--- src/rtl/ram_stream_writer_pkg.sv ---
// rtl/ram_stream_writer_pkg.sv - shared widths and FSM state encoding for the RAM stream writer
package ram_stream_writer_pkg;

   localparam int DEF_DATA_WIDTH = 16;
   localparam int DEF_ADDR_WIDTH = 8;
   localparam int DEF_LEN_WIDTH  = 9;

   typedef enum logic [1:0] {
      ST_IDLE  = 2'd0,
      ST_WRITE = 2'd1,
      ST_DONE  = 2'd2
   } state_t;

endpackage

--- src/rtl/ram_stream_writer_if.sv ---
// rtl/ram_stream_writer_if.sv - valid/ready word stream feeding the RAM stream writer
interface ram_stream_writer_if
   import ram_stream_writer_pkg::*;
#(
   parameter int DATA_WIDTH = DEF_DATA_WIDTH
)();

   logic                  iValid;
   logic [DATA_WIDTH-1:0] iData;
   logic                  oReady;

   modport master (
      output iValid,
      output iData,
      input  oReady
   );

   modport slave (
      input  iValid,
      input  iData,
      output oReady
   );

endinterface

--- src/rtl/ram_writer_addr_gen.sv ---
// rtl/ram_writer_addr_gen.sv - latched base/length, word counter and wrapped write address
module ram_writer_addr_gen
   import ram_stream_writer_pkg::*;
#(
   parameter int ADDR_WIDTH = DEF_ADDR_WIDTH,
   parameter int LEN_WIDTH  = DEF_LEN_WIDTH
)(
   input  logic                  Clock,
   input  logic                  Reset,
   input  logic                  iLoad,
   input  logic                  iIncrement,
   input  logic [ADDR_WIDTH-1:0] iBase,
   input  logic [LEN_WIDTH-1:0]  iLength,
   output logic [ADDR_WIDTH-1:0] oAddress,
   output logic [LEN_WIDTH-1:0]  oCount,
   output logic                  oLast
);

   logic [ADDR_WIDTH-1:0] r_base;
   logic [LEN_WIDTH-1:0]  r_length;
   logic [LEN_WIDTH-1:0]  r_count;

   always_ff @(posedge Clock) begin
      if (Reset) begin
         r_base   <= '0;
         r_length <= '0;
         r_count  <= '0;
      end else if (iLoad) begin
         r_base   <= iBase;
         r_length <= iLength;
         r_count  <= '0;
      end else if (iIncrement) begin
         r_count  <= r_count + LEN_WIDTH'(1);
      end
   end

   // Truncating the sum to ADDR_WIDTH gives the modulo wrap past the top of RAM.
   assign oAddress = r_base + ADDR_WIDTH'(r_count);
   assign oCount   = r_count;
   assign oLast    = (r_count == r_length - LEN_WIDTH'(1));

endmodule

--- src/rtl/ram_stream_writer.sv ---
// rtl/ram_stream_writer.sv - burst writer: accepts a word stream and drives the RAM write port
module ram_stream_writer
   import ram_stream_writer_pkg::*;
#(
   parameter int DATA_WIDTH = DEF_DATA_WIDTH,
   parameter int ADDR_WIDTH = DEF_ADDR_WIDTH,
   parameter int LEN_WIDTH  = DEF_LEN_WIDTH
)(
   input  logic                  Clock,
   input  logic                  Reset,
   input  logic                  iStart,
   input  logic [ADDR_WIDTH-1:0] iBaseAddress,
   input  logic [LEN_WIDTH-1:0]  iLength,
   ram_stream_writer_if.slave    bus,
   output logic                  oWriteEnable,
   output logic [ADDR_WIDTH-1:0] oWriteAddress,
   output logic [DATA_WIDTH-1:0] oWriteData,
   output logic                  oBusy,
   output logic                  oDone,
   output logic [LEN_WIDTH-1:0]  oWordCount
);

   state_t                r_state;
   state_t                w_next_state;
   logic                  w_ready;
   logic                  w_busy;
   logic                  w_done;
   logic                  w_handshake;
   logic                  w_load;
   logic                  w_last;
   logic [ADDR_WIDTH-1:0] w_address;
   logic                  r_write_enable;
   logic [ADDR_WIDTH-1:0] r_write_address;
   logic [DATA_WIDTH-1:0] r_write_data;

   assign w_handshake = (r_state == ST_WRITE) && bus.iValid;
   assign w_load      = (r_state == ST_IDLE) && iStart;

   ram_writer_addr_gen #(
      .ADDR_WIDTH (ADDR_WIDTH),
      .LEN_WIDTH  (LEN_WIDTH)
   ) u_addr_gen (
      .Clock      (Clock),
      .Reset      (Reset),
      .iLoad      (w_load),
      .iIncrement (w_handshake),
      .iBase      (iBaseAddress),
      .iLength    (iLength),
      .oAddress   (w_address),
      .oCount     (oWordCount),
      .oLast      (w_last)
   );

   always_ff @(posedge Clock) begin
      if (Reset) begin
         r_state <= ST_IDLE;
      end else begin
         r_state <= w_next_state;
      end
   end

   always_comb begin
      w_next_state = r_state;
      w_ready      = 1'b0;
      w_busy       = 1'b0;
      w_done       = 1'b0;
      case (r_state)
         ST_IDLE: begin
            if (iStart) begin
               w_next_state = (iLength == '0) ? ST_DONE : ST_WRITE;
            end
         end
         ST_WRITE: begin
            w_ready = 1'b1;
            w_busy  = 1'b1;
            if (w_handshake && w_last) begin
               w_next_state = ST_DONE;
            end
         end
         ST_DONE: begin
            w_busy       = 1'b1;
            w_done       = 1'b1;
            w_next_state = ST_IDLE;
         end
         default: begin
            w_next_state = ST_IDLE;
         end
      endcase
   end

   // The final word is written one cycle after its handshake, i.e. alongside oDone.
   always_ff @(posedge Clock) begin
      if (Reset) begin
         r_write_enable  <= 1'b0;
         r_write_address <= '0;
         r_write_data    <= '0;
      end else begin
         r_write_enable <= w_handshake;
         if (w_handshake) begin
            r_write_address <= w_address;
            r_write_data    <= bus.iData;
         end
      end
   end

   assign bus.oReady    = w_ready;
   assign oBusy         = w_busy;
   assign oDone         = w_done;
   assign oWriteEnable  = r_write_enable;
   assign oWriteAddress = r_write_address;
   assign oWriteData    = r_write_data;

endmodule

--- src/flat_wrapper.sv ---
// flat-port wrapper written by rule: the top's interface ports become plain ports
module ram_stream_writer_flat import ram_stream_writer_pkg::*;
#(
   parameter int DATA_WIDTH = DEF_DATA_WIDTH,
   parameter int ADDR_WIDTH = DEF_ADDR_WIDTH,
   parameter int LEN_WIDTH  = DEF_LEN_WIDTH
)
  (Clock, Reset, iStart, iBaseAddress, iLength, oWriteEnable, oWriteAddress, oWriteData, oBusy, oDone, oWordCount, bus_iValid, bus_iData, bus_oReady);
  ram_stream_writer_if #(.DATA_WIDTH(DATA_WIDTH)) bus_i ();
  input  logic Clock;
  input  logic Reset;
  input  logic iStart;
  input  logic [ADDR_WIDTH-1:0] iBaseAddress;
  input  logic [LEN_WIDTH-1:0] iLength;
  output logic oWriteEnable;
  output logic [ADDR_WIDTH-1:0] oWriteAddress;
  output logic [DATA_WIDTH-1:0] oWriteData;
  output logic oBusy;
  output logic oDone;
  output logic [LEN_WIDTH-1:0] oWordCount;
  input wire logic [$bits(bus_i.iValid)-1:0] bus_iValid;
  input wire logic [$bits(bus_i.iData)-1:0] bus_iData;
  output wire logic [$bits(bus_i.oReady)-1:0] bus_oReady;
  assign bus_i.iValid = bus_iValid;
  assign bus_i.iData = bus_iData;
  assign bus_oReady = bus_i.oReady;
  ram_stream_writer #(.DATA_WIDTH(DATA_WIDTH), .ADDR_WIDTH(ADDR_WIDTH), .LEN_WIDTH(LEN_WIDTH)) u_core (.Clock(Clock), .Reset(Reset), .iStart(iStart), .iBaseAddress(iBaseAddress), .iLength(iLength), .bus(bus_i), .oWriteEnable(oWriteEnable), .oWriteAddress(oWriteAddress), .oWriteData(oWriteData), .oBusy(oBusy), .oDone(oDone), .oWordCount(oWordCount));
endmodule
--- config.mk ---
export PLATFORM = sky130hd
export DESIGN_NAME = ram_stream_writer_flat
export DESIGN_NICKNAME = d
export VERILOG_FILES = /design/src/rtl/ram_stream_writer_pkg.sv /design/src/rtl/ram_stream_writer_if.sv /design/src/rtl/ram_writer_addr_gen.sv /design/src/rtl/ram_stream_writer.sv /design/src/flat_wrapper.sv
export SDC_FILE = /design/constraint.sdc
export NUM_CORES = 1
export LEC_CHECK = 0
export CELL_PAD_IN_SITES_DETAIL_PLACEMENT = 1
export CELL_PAD_IN_SITES_GLOBAL_PLACEMENT = 2
export CORE_MARGIN = 5
export CORE_UTILIZATION = 27
export CTS_BUF_LIST = sky130_fd_sc_hd__clkbuf_4 sky130_fd_sc_hd__clkbuf_8
export DETAILED_ROUTE_END_ITERATION = 16
export GPL_TIMING_DRIVEN = 0
export HOLD_SLACK_MARGIN = 0.03
export PLACE_DENSITY_LB_ADDON = 0.1
export RECOVER_POWER = 25
export SKIP_CTS_REPAIR_TIMING = 1
export SYNTH_ARGS = -nofsm -noshare
export SYNTH_HDL_FRONTEND = slang
export SYNTH_SLANG_ARGS = --single-unit
--- constraint.sdc ---
create_clock -name Clock -period 2.9 [get_ports Clock]
set_clock_uncertainty 0.15 [all_clocks]
set_input_delay 0.725 -clock Clock [delete_from_list [all_inputs] [get_ports Clock]]
set_output_delay 0.725 -clock Clock [all_outputs]
set_load 0.01 [all_outputs]
==> metrics.md, run 1 <==
| Metric | Value |
|---|---|
| Worst path cell trace | `ha_1 -> inv_1 -> fa_1 -> nor2b_1 -> o21ai_0 -> a21boi_0 -> o21ai_0 -> a2111oi_0 -> a311o_1` |
| Placed insts | `498` |
| Die area | `11,400 um^2` |
| Commonest cells in the netlist | `nand2_1, dfxtp_1, a21oi_1` |
| Status | `finished clean` |
| Port Buffer Count | `72` |
| Routed wire length | `7.39 mm` |
| H-tree levels | `2` |
| CP max stage cell | `dfxtp_1` |
| Comb pwr share | `26.8%` |
| Register bit count reported by yosys | `53` |
| Cells after Synth | `315` |
| Crit path time final | `2.71 ns` |
| Lkg Pwr | `1.31 nW` |
| CTS Buf Count | `5` |
| Ys flop type | `dfxtp_1` |
| Most common cell in the synthesized netlist | `nand2_1` |
| Initial Util | `27.5%` |
| DIE HEIGHT | `107 um` |
| Setup TNS | `0 ns` |
| Synth top area cells | `dfxtp_1, nand2_1, a21oi_1` |
| CP arrival | `2.81 ns` |
| Place WS | `-0.00934 ns` |
| Post-synth EDFFs | `0` |
| Clk root buf | `clkbuf_8` |
| Internal | `1.18 mW` |
| Drt wl/cell | `14.6 um` |
| CP bufs+invs | `1` |
| Global Route met1 Usage | `17.5%` |
| Setup CP Type | `flop to flop` |
| Worst Hold Slack | `0.307 ns` |
| Final ANT Viol Nets | `0` |
| Compound-cell area share of the yosys netlist | `15.2%` |
| Crit start category | `flop` |
| Total track usage | `13.3%` |
| Min-delay worst type | `flop to flop` |
| Sink Count | `53` |
| First-pass GRT wire length | `12.3 mm` |
| Max Cap Viol | `0` |
| Layout cells sized above 1 | `3.04%` |
| Diode count | `0` |
| Number of fill cells | `1,105` |
| RSZ-0062 raised after global routing | `false` |
| I/O Pins | `74` |
| Cell type with the highest aggregate area in the netlist | `dfxtp_1` |
| Post-layout nets | `444` |
| Critical path's top delay family | `compound AO/OA/AOI/OAI gates` |
| Register area | `1060 um^2` |
| Die Wd | `107 um` |
| Number of global-route vias before repair | `2,462` |
| Largest family of logic cells by synthesized area | `simple AND/OR/NAND/NOR gates` |
| Max-slew headroom | `59.5%` |
| DR vias | `2,378` |
| Area of the multi-input gates | `1340 um^2` |
| XOR/XNOR Fraction of Synth Area | `8.00%` |
| GR Layer Usage met2 | `22.3%` |
| GR Overflow Total | `0` |
| Synthesized cell area | `2520 um^2` |
| Syn nets | `365` |
| Initial DRC count | `37` |
| Yosys warns | `0` |
| Worst Setup End Kind | `flop` |
| Sw Ratio | `31.7%` |
| Final Cycle Share | `93.3%` |
| Setup ws final | `0.195 ns` |
| Clk buf depth | `2` |
| Post-Synth Simple-Gate Area | `23.0%` |
| RD Place Congestion | `0.792` |
| Worst-Margin Slew | `0.606 ns` |
| Share of the synthesized area in the top cell type | `42.1%` |
| Layout area overhead | `37.7%` |
| Worst skew pair latency | `0.31 ns` |
| Initial antenna violation count | `0` |
| Unique masters post-synth | `37` |
| Syn avg cell area | `8.00 um^2` |
| Adder-Cell Fraction of Synth Area | `6.76%` |
| Most used cell, CP | `o21ai_0` |
| Max incr delay on CP | `0.48 ns` |
| Clk slew on worst S/H paths | `0.10 ns` |
| TritonCTS clock tree | `done` |
| Met3 usage | `3.07%` |
| Final Setup Violations | `0` |
| Core box area | `9150 um^2` |
| Register area share after synthesis | `42.1%` |
| Ys async rst share | `0%` |
| Data required time at the worst endpoint | `3.00 ns` |
| FMAX | `0.370 GHz` |
| Reg power frac | `47.6%` |
| DPL Wire Length | `5.71 mm` |
| Clk pwr share | `25.6%` |
| Largest net degree at the start of global routing | `17` |
| Sw power | `549 uW` |
| Final Hold Violating Endpoints | `0` |
| Core Rows | `35` |
| Vias per inst | `4.70` |
| Drt pass-1 iters | `4` |
| Power per Cell Area | `499 nW/um^2` |
| Most Crowded Layer GR | `met2` |
| DRC | `0` |
| Mux contribution to synthesized area | `0.397%` |
| Slew Viols, Final | `0` |
| Peak supply drop | `0.224 mV` |
| Worst-path maximum fanout | `6` |
| Power, Total | `1.73 mW` |
| Cell Count, Final, Fillers Out | `506` |
final timing paths:
path                                                  from                              endpoint  slack (ns)  cells past startpoint
setup / recovery  u_core.u_addr_gen.oCount[0]$_SDFFE_PP0P_  u_core.oWriteAddress[6]$_SDFFE_PP0P_        0.19                      9
hold / removal           u_core.oWriteData[0]$_SDFFE_PP0P_     u_core.oWriteData[0]$_SDFFE_PP0P_        0.31                      2
hold reg to reg          u_core.oWriteData[0]$_SDFFE_PP0P_     u_core.oWriteData[0]$_SDFFE_PP0P_        0.31                      2
setup reg to reg  u_core.u_addr_gen.oCount[0]$_SDFFE_PP0P_  u_core.oWriteAddress[6]$_SDFFE_PP0P_        0.19                      9
cell families (layout without fill, tap and decap cells):
kind of cell | count (synthesis) | count (layout)
mux | 1 | 1
buf+inv | 29 | 109
fa+ha+maj | 13 | 13
simple gates | 132 | 132
xor+xnor | 23 | 23
compound gates | 64 | 64
flops | 53 | 53
flip-flops by register name, indices dropped and copies added, names as in the netlist:
register                    flops
u_core.oWriteEnable             1
u_core.oWriteData              16
u_core.oWriteAddress            8
u_core.u_addr_gen.r_base        8
u_core.u_addr_gen.r_length      9
u_core.u_addr_gen.oCount        9
u_core.r_state                  2
through the flow:
stage	utilization, %	area, um^2
after floorplan	-	2520
after global placement	36.9	3380
after detailed placement	36.9	3380
after CTS	37.9	3470
after global routing	37.9	3470
final	37.9	3470
cells in the final DEF (no fill, tap or decap), types with 2 or more instances in the layout:
master	n
clkdlybuf4s50_1	57
nor4_1	2
nor2b_1	3
and3_1	3
a21o_1	2
nand4_1	4
nand2_1	88
dfxtp_1	53
xor2_1	11
clkbuf_8	5
or3_1	4
or4_1	2
o21ai_0	8
a211oi_1	2
o211ai_1	2
clkbuf_1	11
dlygate4sd3_1	15
nor3b_1	2
xnor2_1	12
a21oi_1	43
ha_1	12
inv_1	16
nor2_1	12
nor3_1	7
worst reg2reg max path: stages, from the launching register on:
cell,delay [ns]
dfxtp_1,0.48
ha_1,0.23
inv_1,0.06
fa_1,0.38
nor2b_1,0.16
o21ai_0,0.11
a21boi_0,0.28
o21ai_0,0.17
a2111oi_0,0.46
a311o_1,0.17
power groups by stage:
| stage | Clock, mW | Sequential (mW) | Combinational [mW] |
|---|---|---|---|
| floorplan | 0 | 0.843 | 0.274 |
| global placement | 0 | 0.842 | 0.471 |
| detailed placement | 0 | 0.844 | 0.479 |
| CTS | 0.471 | 0.827 | 0.481 |
| global route | 0.486 | 0.834 | 0.522 |
| finish | 0.444 | 0.824 | 0.464 |
final cells by class:
type	instances	area share, %
Multi-Input combinational cell	233	38.7
Sequential cell	53	30.6
Timing Repair Buffer	72	20.8
Tap cell	111	4.00
Clock buffer	6	2.20
Inverter	16	1.73
Buffer	13	1.62
Clock inverter	2	0.397
metal layers:
metal	vias to the layer above	share of wire, %
met4	0	0.77
met2	54	46
met5	-	0
li1	1213	-
met3	6	4.6
met1	1105	49
No activity file was read; power rests on OpenSTA's default activity.
==> run 2, diff against run 1 <==
CORE_ASPECT_RATIO = 0.7   (was unset)
==> run 2 against run 1 <==
- core utilization up 0.53 points
- count of clock-buffer cells in the layout up 1
- sequential power up 0.5%
- die area up 0.27%
- critical path type is now primary input to flop
- non-clock buffer count unchanged
- sequential cell count unchanged
- routed wire length up 2.1%
- clock power down 2%
- largest power group unchanged
- fmax up 1.9%
- first-iteration DRC count up 76%
==> metrics.md, run 2 (synthesis results as in run 1) <==
| Metric | Value |
|---|---|
| Crit start category | `primary input` |
| FMAX | `0.377 GHz (+1.9%)` |
| Clk root buf | `clkbuf_8` |
| Die Wd | `125 um (+18%)` |
| DR vias | `2,367 (-0.46%)` |
| Placed insts | `511 (+2.6%)` |
| TritonCTS clock tree | `done` |
| Final ANT Viol Nets | `0 (unchanged)` |
| Status | `finished clean` |
| Util after Layout | `38.4% (+0.53 points)` |
| Worst-path maximum fanout | `10 (+4)` |
| Drt pass-1 iters | `4 (unchanged)` |
| Core box area | `9070 um^2 (-0.89%)` |
| Data required time at the worst endpoint | `2.98 ns (-0.02 ns)` |
| Clk slew on worst S/H paths | `0.09 ns (about the same)` |
| Max Cap Viol | `0 (unchanged)` |
| CTS Buf Count | `5 (unchanged)` |
| Initial antenna violation count | `0 (unchanged)` |
| Place WS | `-0.0387 ns (-0.0294 ns)` |
| Layout area overhead | `38.4%` |
| Largest net degree at the start of global routing | `15 (-2)` |
| Initial Util | `27.8% (+0.25 points)` |
| Die area | `11,400 um^2 (+0.27%)` |
| DPL Wire Length | `6.00 mm (+5.0%)` |
| CP arrival | `2.74 ns (-0.07 ns)` |
| Max-slew headroom | `56.4% (-3.1 points)` |
| H-tree levels | `2 (unchanged)` |
| Final Setup Violations | `0 (unchanged)` |
| Final Cycle Share | `91.5% (-1.8 points)` |
| Clk buf depth | `2 (unchanged)` |
| Commonest non-fill, non-tap cell in the layout | `nand2_1` |
| DRC | `0 (unchanged)` |
| Max reg flops | `16 (unchanged)` |
| Final Hold Violating Endpoints | `0 (unchanged)` |
| Worst skew pair latency | `0.30 ns (about the same)` |
| RD Place Congestion | `0.741 (-6.5%)` |
| Lkg Pwr | `1.31 nW (about the same)` |
| Number of global-route vias before repair | `2,407 (-2.2%)` |
| RSZ-0062 raised after global routing | `false` |
| DIE HEIGHT | `90.8 um (-15%)` |
| Peak supply drop | `0.132 mV (-41%)` |
| Routed wire length | `7.55 mm (+2.1%)` |
| Layout cells sized above 1 | `3.05% (+0.0077 points)` |
| Diode count | `0 (unchanged)` |
| Number of fill cells | `1,104 (-0.090%)` |
| Cell Count, Final, Fillers Out | `518 (+2.4%)` |
| Post-layout nets | `444 (unchanged)` |
| Core Rows | `29 (-17%)` |
| Total track usage | `13.6% (+0.28 points)` |
| Worst Setup End Kind | `flop` |
| First-pass GRT wire length | `12.6 mm (+2.9%)` |
| Initial DRC count | `65 (+76%)` |
| Min-delay worst type | `flop to flop` |
| Crit path time final | `2.65 ns (-0.0517 ns)` |
| Setup CP Type | `primary input to flop` |
| Setup ws final | `0.247 ns (+0.0517 ns)` |
| Slew Viols, Final | `0 (unchanged)` |
| Worst Hold Slack | `0.303 ns (-0.00413 ns)` |
| I/O Pins | `74 (unchanged)` |
| Port Buffer Count | `72 (unchanged)` |
| Worst-Margin Slew | `0.652 ns (+0.0463 ns)` |
| Power per Cell Area | `497 nW/um^2 (-0.42%)` |
| Drt wl/cell | `14.6 um (-0.23%)` |
| Vias per inst | `4.57 (-2.8%)` |
| Sink Count | `53 (unchanged)` |
| GR Overflow Total | `0 (unchanged)` |
| Commonest non-fill, non-tap cells in the layout | `nand2_1, clkdlybuf4s50_1, dfxtp_1, a21oi_1` |
==> run 2: cell count changes in the layout (fill, tap and decap cells not counted), sizes merged <==
cell / previous run / this run
clkdlybuf4s50: 57 / 56
dlygate4sd3: 15 / 16
clkbuf: 17 / 18
inv: 17 / 16
clkinv: 1 / 0
==> run 2: stage by stage <==
step           power (mW)  TNS, ns  cell area, um^2
2_1_floorplan        1.12        0             2520
3_3_place_gp         1.32  -0.0629             3390
3_5_place_dp         1.33  -0.0667             3390
4_1_cts              1.77        0             3480
5_1_grt              1.85        0             3490
6_report             1.73        0             3490
==> run 2: area by class of cell <==
type	instances	area, um^2	share of cell area [%]
plain buffers	13	56.3	1.62
clock buffers	7	90.1	2.58
inverters	16	60.1	1.72
multi-input cells	233	1340	38.5
flip-flops and latches	53	1060	30.5
well taps	124	155	4.45
repair buffers	72	721	20.7
==> run 2: power breakdown <==
part | internal (mW) | switching, mW | total (mW)
clock | 0.200 | 0.237 | 0.436
sequential | 0.783 | 0.0453 | 0.828
combinational | 0.218 | 0.250 | 0.469
==> run 2: critical path, stage by stage <==
cell	delay, ns
dlygate4sd3_1	0.54
and2_1	0.18
clkbuf_1	0.42
nand4_1	0.30
or3_1	0.42
a21oi_1	0.15
==> run 2: metal layers <==
metal	part of all wire (%)	vias to the layer above	global-route usage (%)	wire length (um)
met5	0	-	0	0
met4	0.66	0	2.44	50
met3	4.1	5	3.61	311
met2	41	51	19.4	3100
met1	54	1101	20.5	4080
li1	-	1210	-	-
==> run 2: path summary, 6_finish.rpt <==
| path | startpoint | to | slack, ns | depth (start not counted) |
|---|---|---|---|---|
| worst min-delay path | u_core.oWriteAddress[4]$_SDFFE_PP0P_ | u_core.oWriteAddress[4]$_SDFFE_PP0P_ | 0.30 | 2 |
| worst max-delay path | bus_iValid | u_core.u_addr_gen.oCount[7]$_SDFFE_PP0P_ | 0.25 | 6 |
| worst max register to register | u_core.u_addr_gen.r_length[2]$_SDFFE_PP0P_ | u_core.r_state[0]$_SDFFE_PP0P_ | 0.33 | 6 |
| worst min register to register | u_core.oWriteAddress[4]$_SDFFE_PP0P_ | u_core.oWriteAddress[4]$_SDFFE_PP0P_ | 0.30 | 2 |
